===== config.mk =====
export PLATFORM = sky130hd
export DESIGN_NAME = uart_rx
export DESIGN_NICKNAME = d
export VERILOG_FILES = /design/src/rtl/uart_rx.sv
export SDC_FILE = /design/constraint.sdc
export NUM_CORES = 1
export LEC_CHECK = 0
export ABC_AREA = 1
export CAP_MARGIN = 20
export CORE_UTILIZATION = 49
export CTS_CLUSTER_SIZE = 12
export DETAILED_ROUTE_END_ITERATION = 8
export PLACE_DENSITY = 0.65
export SLEW_MARGIN = 20
export SYNTH_ARGS = -nofsm -noshare
export SYNTH_HDL_FRONTEND = slang
export SYNTH_SLANG_ARGS = --single-unit

===== constraint.sdc =====
create_clock -name clk -period 1.96 [get_ports clk]
set_input_delay 0.294 -clock clk [delete_from_list [all_inputs] [get_ports clk]]
set_output_delay 0.294 -clock clk [all_outputs]
set_load 0.01 [all_outputs]

===== src/rtl/uart_rx.sv =====
// uart_rx: 8N1 serial receiver, mid-bit sampling driven by a clock-divided phase counter.
module uart_rx #(
  parameter int FRE_CLK  = 100_000_000,
  parameter int UART_BPS = 115200
) (
  input  logic       clk,
  input  logic       rst,
  input  logic       i_uart_rx,
  output logic [7:0] o_data,
  output logic       o_valid,
  output logic       o_frame_err,
  output logic       o_uart_busy
);
  localparam int CNT = FRE_CLK / UART_BPS;
  localparam int CW = $clog2(CNT + 1);
  localparam logic [CW-1:0] HALF_M1 = CW'(CNT / 2 - 1);
  localparam logic [CW-1:0] FULL_M1 = CW'(CNT - 1);
  typedef enum logic [1:0] {IDLE, START, DATA, STOP} state_t;
  state_t state_q, state_d;
  logic sync1_q, rx_s_q, prev_q;
  logic [CW-1:0] cnt_q, cnt_d;
  logic [2:0] bit_q, bit_d;
  logic [7:0] shift_q, shift_d, data_q, data_d;
  logic valid_q, valid_d, ferr_q, ferr_d;
  // Synchronizer and edge history reset to idle-high so release never looks like a start edge.
  always_ff @(posedge clk or posedge rst) begin
    if (rst) begin
      sync1_q <= 1'b1;
      rx_s_q  <= 1'b1;
      prev_q  <= 1'b1;
    end else begin
      sync1_q <= i_uart_rx;
      rx_s_q  <= sync1_q;
      prev_q  <= rx_s_q;
    end
  end
  always_ff @(posedge clk or posedge rst) begin
    if (rst) begin
      state_q <= IDLE;
      cnt_q   <= '0;
      bit_q   <= '0;
      shift_q <= '0;
      data_q  <= '0;
      valid_q <= 1'b0;
      ferr_q  <= 1'b0;
    end else begin
      state_q <= state_d;
      cnt_q   <= cnt_d;
      bit_q   <= bit_d;
      shift_q <= shift_d;
      data_q  <= data_d;
      valid_q <= valid_d;
      ferr_q  <= ferr_d;
    end
  end
  always_comb begin
    state_d = state_q;
    cnt_d   = (cnt_q == FULL_M1) ? '0 : cnt_q + CW'(1);
    bit_d   = bit_q;
    shift_d = shift_q;
    data_d  = data_q;
    valid_d = 1'b0;
    ferr_d  = 1'b0;
    case (state_q)
      IDLE: begin
        cnt_d = '0;
        if (prev_q && !rx_s_q) state_d = START;
      end
      START: if (cnt_q == HALF_M1) begin
        cnt_d   = '0;
        bit_d   = '0;
        state_d = rx_s_q ? IDLE : DATA;
      end
      DATA: if (cnt_q == FULL_M1) begin
        shift_d = {rx_s_q, shift_q[7:1]};
        bit_d   = bit_q + 3'd1;
        if (bit_q == 3'd7) state_d = STOP;
      end
      STOP: if (cnt_q == FULL_M1) begin
        // Leave mid-stop-bit so a back-to-back start edge is caught immediately.
        state_d = IDLE;
        valid_d = rx_s_q;
        ferr_d  = !rx_s_q;
        data_d  = rx_s_q ? shift_q : data_q;
      end
      default: state_d = IDLE;
    endcase
  end
  assign o_data      = data_q;
  assign o_valid     = valid_q;
  assign o_frame_err = ferr_q;
  assign o_uart_busy = (state_q != IDLE);
endmodule


==> results of run 1 <==
[registers in the layout (all words and copies together) (netlist names), named ones only]
| signal | count |
|---|---|
| sync1_q | 1 |
| o_valid | 1 |
| o_frame_err | 1 |
| o_data | 8 |
| bit_q | 3 |
| rx_s_q | 1 |
| cnt_q | 10 |
| state_q | 1 |
| prev_q | 1 |
| shift_q | 8 |
[per-layer routing]
| metal | up-vias | track usage [%] | share of wire [%] |
|---|---|---|---|
| li1 | 587 | - | - |
| met1 | 535 | 21.84 | 46 |
| met2 | 19 | 30.79 | 50 |
| met3 | 4 | 5.195 | 3.3 |
| met4 | 0 | 6.977 | 0.86 |
| met5 | - | 0 | 0 |
[final timing paths]
kind	start	slack (ns)	endpoint
max	state_q[0]$_DFFE_PP0P_	0.22	o_uart_busy
min	rst	0.36	shift_q[1]$_DFFE_PP0P_
max reg2reg	cnt_q[0]$_DFF_PP0_	0.35	bit_q[0]$_DFFE_PP0P_
min reg2reg	sync1_q$_DFF_PP1_	0.36	rx_s_q$_DFF_PP1_
max in group asynchronous	rst	1.25	prev_q$_DFF_PP1_
min in group clk	i_uart_rx	0.36	sync1_q$_DFF_PP1_
[stage by stage]
stage                     power [mW]  setup slack [ns]
after floorplan                1.133            0.4884
final                          1.632            0.2244
after CTS                      1.651            0.2298
after detailed placement       1.237            0.3531
after global placement         1.217            0.4151
after global routing           1.726            0.1580
[cell usage after synthesis]
| cell | instances | share of area, % |
|---|---|---|
| nand2_1 | 39 | 8.9 |
| dfrtp_1 | 33 | 50 |
| inv_1 | 24 | 5.5 |
| nor2_1 | 15 | 3.4 |
| o21ai_0 | 9 | 2.7 |
| o21ai_2 | 9 | 4.8 |
| nand3_1 | 8 | 2.4 |
| ha_1 | 4 | 3.0 |
| a21oi_1 | 3 | 0.91 |
| dfstp_2 | 3 | 4.8 |
| nor3_1 | 3 | 0.91 |
| buf_6 | 2 | 1.4 |
| nand4_1 | 2 | 0.76 |
| nor3b_1 | 2 | 0.91 |
| o21a_1 | 2 | 0.91 |
| a211oi_1 | 1 | 0.46 |
| a31oi_1 | 1 | 0.38 |
| inv_2 | 1 | 0.23 |
| nand2_2 | 1 | 0.38 |
| nand2_4 | 1 | 0.69 |
| nand3_2 | 1 | 0.61 |
| nand4_2 | 1 | 0.76 |
| nor2_2 | 1 | 0.38 |
| nor2_4 | 1 | 0.69 |
| nor2_8 | 1 | 1.2 |
| nor3b_4 | 1 | 1.1 |
| o21ai_1 | 1 | 0.30 |
| xnor2_1 | 1 | 0.53 |
| xor2_1 | 1 | 0.53 |
[cell usage in the layout, fill, tap and decap left out, types with 3 or more instances in the layout]
master | netlist | final
a21oi_1 | 3 | 3
clkbuf_4 | 0 | 5
clkdlybuf4s50_1 | 0 | 13
dfrtp_1 | 33 | 33
dfstp_2 | 3 | 3
ha_1 | 4 | 4
inv_1 | 24 | 24
nand2_1 | 39 | 39
nand3_1 | 8 | 8
nor2_1 | 15 | 15
nor3_1 | 3 | 3
o21ai_0 | 9 | 9
o21ai_2 | 9 | 9
[layout make-up]
type | count | share of cell area, %
well taps | 44 | 2.926
inverters | 25 | 4.987
repair buffers | 15 | 7.713
clock inverters | 2 | 0.5319
multi-input cells | 109 | 33.05
clock buffers | 6 | 2.726
flip-flops and latches | 36 | 48.07
[worst reg2reg max path, delay by kind of cell, from the launching register on]
family | cells | cell delay, ns
adder cells (fa/ha/maj) | 1 | 0.22
AND/OR/NAND/NOR | 4 | 0.69
flip-flops | 1 | 0.41
AO/OA/AOI/OAI | 2 | 0.18
[power groups by stage]
stage                     logic [mW]  registers (mW)  clock network (mW)
after floorplan                0.281           0.852                   0
after global placement         0.357           0.859                   0
after detailed placement       0.375           0.863                   0
after CTS                      0.374           0.849               0.427
after global routing           0.415           0.857               0.454
final                          0.369           0.850               0.412
[logic make-up (layout without fill, tap and decap cells)]
kind of cell               Yosys count  in the layout  share of synthesized area (%)
adders and majority gates            4              4                          3.047
AOI/OAI and AO/OA                   26             26                          10.51
DFF                                 36             36                          55.06
xor gates and xnor gates             2              2                          1.066
buffers and inverters               27             48                          7.083
and+or+nand+nor                     77             77                          23.23
==> impl_metrics.ini, run 1 <==
[status]
status = complete, no violations

[finish]
syn2layout_area_growth_pct = 14.55
design_area_um2 = 1882
antennaDiodeCount = 0
multi_input_area_um2 = 621.8
final_util_pct = 60.16
fin_nets = 199
seqCellArea_um2 = 904.6
final_cells = 237
fillers = 288
drive_gt1_share_pct = 16.06

[worst_setup_path]
rr_worst_depth = 7
cp_cell_sequence = inv_1, nand2_1, clkdlybuf4s50_1
cp.depth = 3
critPathTopFamily = buffers and inverters
path_class = reg -> out
endpoint_kind = output port
path_max_fanout = 4
max_stage_delay_ns = 0.52
cp_slowest_cell = clkdlybuf4s50_1
required_ns = 1.67
critPathBufInv = 2
cp-start-kind = flip-flop
worstPathArrival_ns = 1.44

[routing]
dr_total_vias = 1145
drt_iter0_drc = 66
wirelength_mm = 2.664
antenna_left = 0
dr.pass1.iters = 4
wire_per_inst_um = 11.24
drcViolationCount = 0
viasPerCell = 4.831

[pwr]
vdd_drop_max_mv = 0.5099
cellPowerDensity_nw_per_um2 = 867.0
p_switching_mw = 0.5370
p_leak_nw = 0.8812
clkPwrFrac_pct = 25.3
comb_power_share_pct = 22.6
switching_share_pct = 32.92
power_frac_seq_pct = 52.1
intPower_mw = 1.095

[clock_network]
clock_latency_ns = 0.33
cts_tree = built
h-tree-depth = 2
cts_buffers = 5
postCtsSetupRepairBufs = 0
cts_root_buffer = clkbuf_4
clk_pin_slew_ns = 0.11
cts_buffer_depth = 2
clock-sinks = 36
cts_resized = 0
ctsHoldBuffers = 0

[grt]
globalRouteOverflowTotal = 0
grt_first_pass_wirelength_mm = 4.719
antenna_found_initial = 0
grt_start_max_net_pins = 37
grt_pass1_vias = 1140
grt.total_usage_pct = 18.19

[floorplan]
core_um2 = 3128
start_util_pct = 52.52
die-area_um2 = 3588
die_h_um = 59.90
io-pin-count = 14
placementRows = 20
die_w_um = 59.90

[timing]
tns_ns = 0
rsz0062_at_grt = false
final.setup_skew_ns = 0.009080
fmaxAchievable_mhz = 576.2
tightestPinTransition_ns = 0.4335
finalHoldViolCount = 0
post-route-period-util_pct = 88.55
finalHoldWorstSlack_ns = 0.3627
max_slew_margin_pct = 71.10
fin_crit_ns = 1.736
setup_viol = 0
finalMaxSlewViolations = 0

[worst_hold_path]
hp-class = in -> async

[placed_design]
dp.cells = 229
port_buffers = 13
placed_area_um2 = 1821
gp_congestion = 0.8256
hpwl_mm = 1.944

[synth]
synth_cell_types = 29
seq_area_frac_synth_pct = 55.06
synth-seq-cells = 36
yosysWarnings = 0
syn-num-nets = 179
synth_area_um2 = 1643
syn_inst = 172
syn_avg_cell_area_um2 = 9.551

[flow_run]
maxCapViolCount = 0
(Power assumes the default switching activity.)
==> run 2: changes to the inputs <==
- CORE_MARGIN: default -> 5
- clock period: 1.96 -> 1.7 ns (I/O delays scaled with it)
==> impl_metrics.ini, run 2 (same netlist as run 1, synthesis figures left out) <==
[placed_design]
gp_congestion = 0.8305
port_buffers = 13
hpwl_mm = 2.024
placed_area_um2 = 1823

[timing]
fmaxAchievable_mhz = 634.0
finalHoldWorstSlack_ns = 0.3049
tightestPinTransition_ns = 0.4481
fin_crit_ns = 1.577
final.setup_skew_ns = 0.01693
setup_viol = 0
finalHoldViolCount = 0
post-route-period-util_pct = 92.79
finalMaxSlewViolations = 0
max_slew_margin_pct = 70.13
tns_ns = 0
rsz0062_at_grt = false

[routing]
drcViolationCount = 0
wire_per_inst_um = 12.13
dr.pass1.iters = 4
dr_total_vias = 1214
wirelength_mm = 2.973
antenna_left = 0
viasPerCell = 4.955
drt_iter0_drc = 63

[flow_run]
maxCapViolCount = 0

[worst_setup_path]
cp-start-kind = flip-flop
worstPathArrival_ns = 1.81
path_max_fanout = 7
endpoint_kind = flip-flop
required_ns = 1.94
path_class = reg -> reg
rr_worst_depth = 7

[clock_network]
cts_tree = built
cts_buffers = 5
cts_buffer_depth = 2
clock-sinks = 36
clk_pin_slew_ns = 0.12
clock_latency_ns = 0.34
ctsHoldBuffers = 0
cts_root_buffer = clkbuf_4
h-tree-depth = 2

[grt]
grt.total_usage_pct = 14.65
grt_start_max_net_pins = 37
grt_pass1_vias = 1161
antenna_found_initial = 0
grt_first_pass_wirelength_mm = 4.988
globalRouteOverflowTotal = 0

[status]
status = complete, no violations

[pwr]
intPower_mw = 1.400
p_switching_mw = 0.6491
comb_power_share_pct = 23.9
power_frac_seq_pct = 47.4
p_leak_nw = 0.9182
finalPower_mw = 2.049
clkPwrFrac_pct = 28.7
switching_share_pct = 31.68
cellPowerDensity_nw_per_um2 = 1047
vdd_drop_max_mv = 0.5802

[finish]
seqCellArea_um2 = 904.6
final_common_cell = nand2_1
design_area_um2 = 1957
multi_input_area_um2 = 639.4
fin_nets = 205
drive_gt1_share_pct = 19.10
largest_register_ffs = 10
antennaDiodeCount = 0
syn2layout_area_growth_pct = 19.12
layout_common_cells = nand2_1, dfrtp_1, inv_1
top_register = cnt_q
fillers = 288

[floorplan]
die_h_um = 67.90
core_um2 = 3284
die-area_um2 = 4610
start_util_pct = 50.02
die_w_um = 67.90
io-pin-count = 14
placementRows = 21

[worst_hold_path]
hp-class = in -> async
## run 2: cell count changes in the layout (fill, tap and decap cells not counted), sizes merged
cell,previous run,this run
buf,2,7
bufinv,0,1
clkdlybuf4s50,13,12
clkinv,2,1
dlymetal6s2s,0,1
nor2,18,19
## run 2: what timing repair did
action	4_1_cts	5_1_grt
setup buffers	2	3
pin swaps	0	1
endpoints found under the setup margin	1	5
gates resized for setup	0	3
cloned	0	1
## run 2: final cells by class
| cell class | count | share of cell area [%] |
|---|---|---|
| flip-flops and latches | 36 | 46.23 |
| multi-input cells | 110 | 32.67 |
| repair buffers | 20 | 9.463 |
| inverters | 25 | 4.795 |
| well taps | 46 | 2.941 |
| clock buffers | 6 | 2.110 |
| clock inverters | 2 | 1.790 |
## run 2: metal layers
layer  wire, µm  vias up  global-route usage (%)
met5          0        -                       0
met3        126        6                   5.583
met2       1521       22                   24.18
met1       1285      587                   17.23
li1           -      599                       -
met4         40        0                   5.707
## run 2: worst paths after layout
check | endpoint | slack (ns) | from
min reg2reg | rx_s_q$_DFF_PP1_ | 0.36 | sync1_q$_DFF_PP1_
max | bit_q[0]$_DFFE_PP0P_ | 0.12 | cnt_q[0]$_DFF_PP0_
min | o_valid$_DFF_PP0_ | 0.30 | rst
min in group clk | sync1_q$_DFF_PP1_ | 0.33 | i_uart_rx
max in group asynchronous | sync1_q$_DFF_PP1_ | 1.04 | rst
max reg2reg | bit_q[0]$_DFFE_PP0P_ | 0.12 | cnt_q[0]$_DFF_PP0_
## run 2: worst max-delay path, stage by stage (launching register included)
cell and delay (ns):
dfrtp_1 0.41, ha_2 0.22, nor3b_4 0.29, nand2_4 0.15, nor2_8 0.18, o21ai_2 0.10
nand2_1 0.07, o21ai_0 0.07
## run 2: metrics by stage
stage	std cells	setup WS, ns	util (%)
after CTS	241	0.04070	58.29
after detailed placement	231	0.06990	55.50
final	245	0.1226	59.58
after global routing	245	0.004408	59.58
after global placement	231	0.1621	55.50
after floorplan	172	0.2284	-
## run 2: power groups by stage
stage	clock network, mW	logic, mW	registers, mW
final	0.587	0.490	0.972
after global routing	0.645	0.545	0.977
after CTS	0.610	0.476	0.970
after detailed placement	0	0.431	0.997
after global placement	0	0.414	0.991
after floorplan	0	0.324	0.983
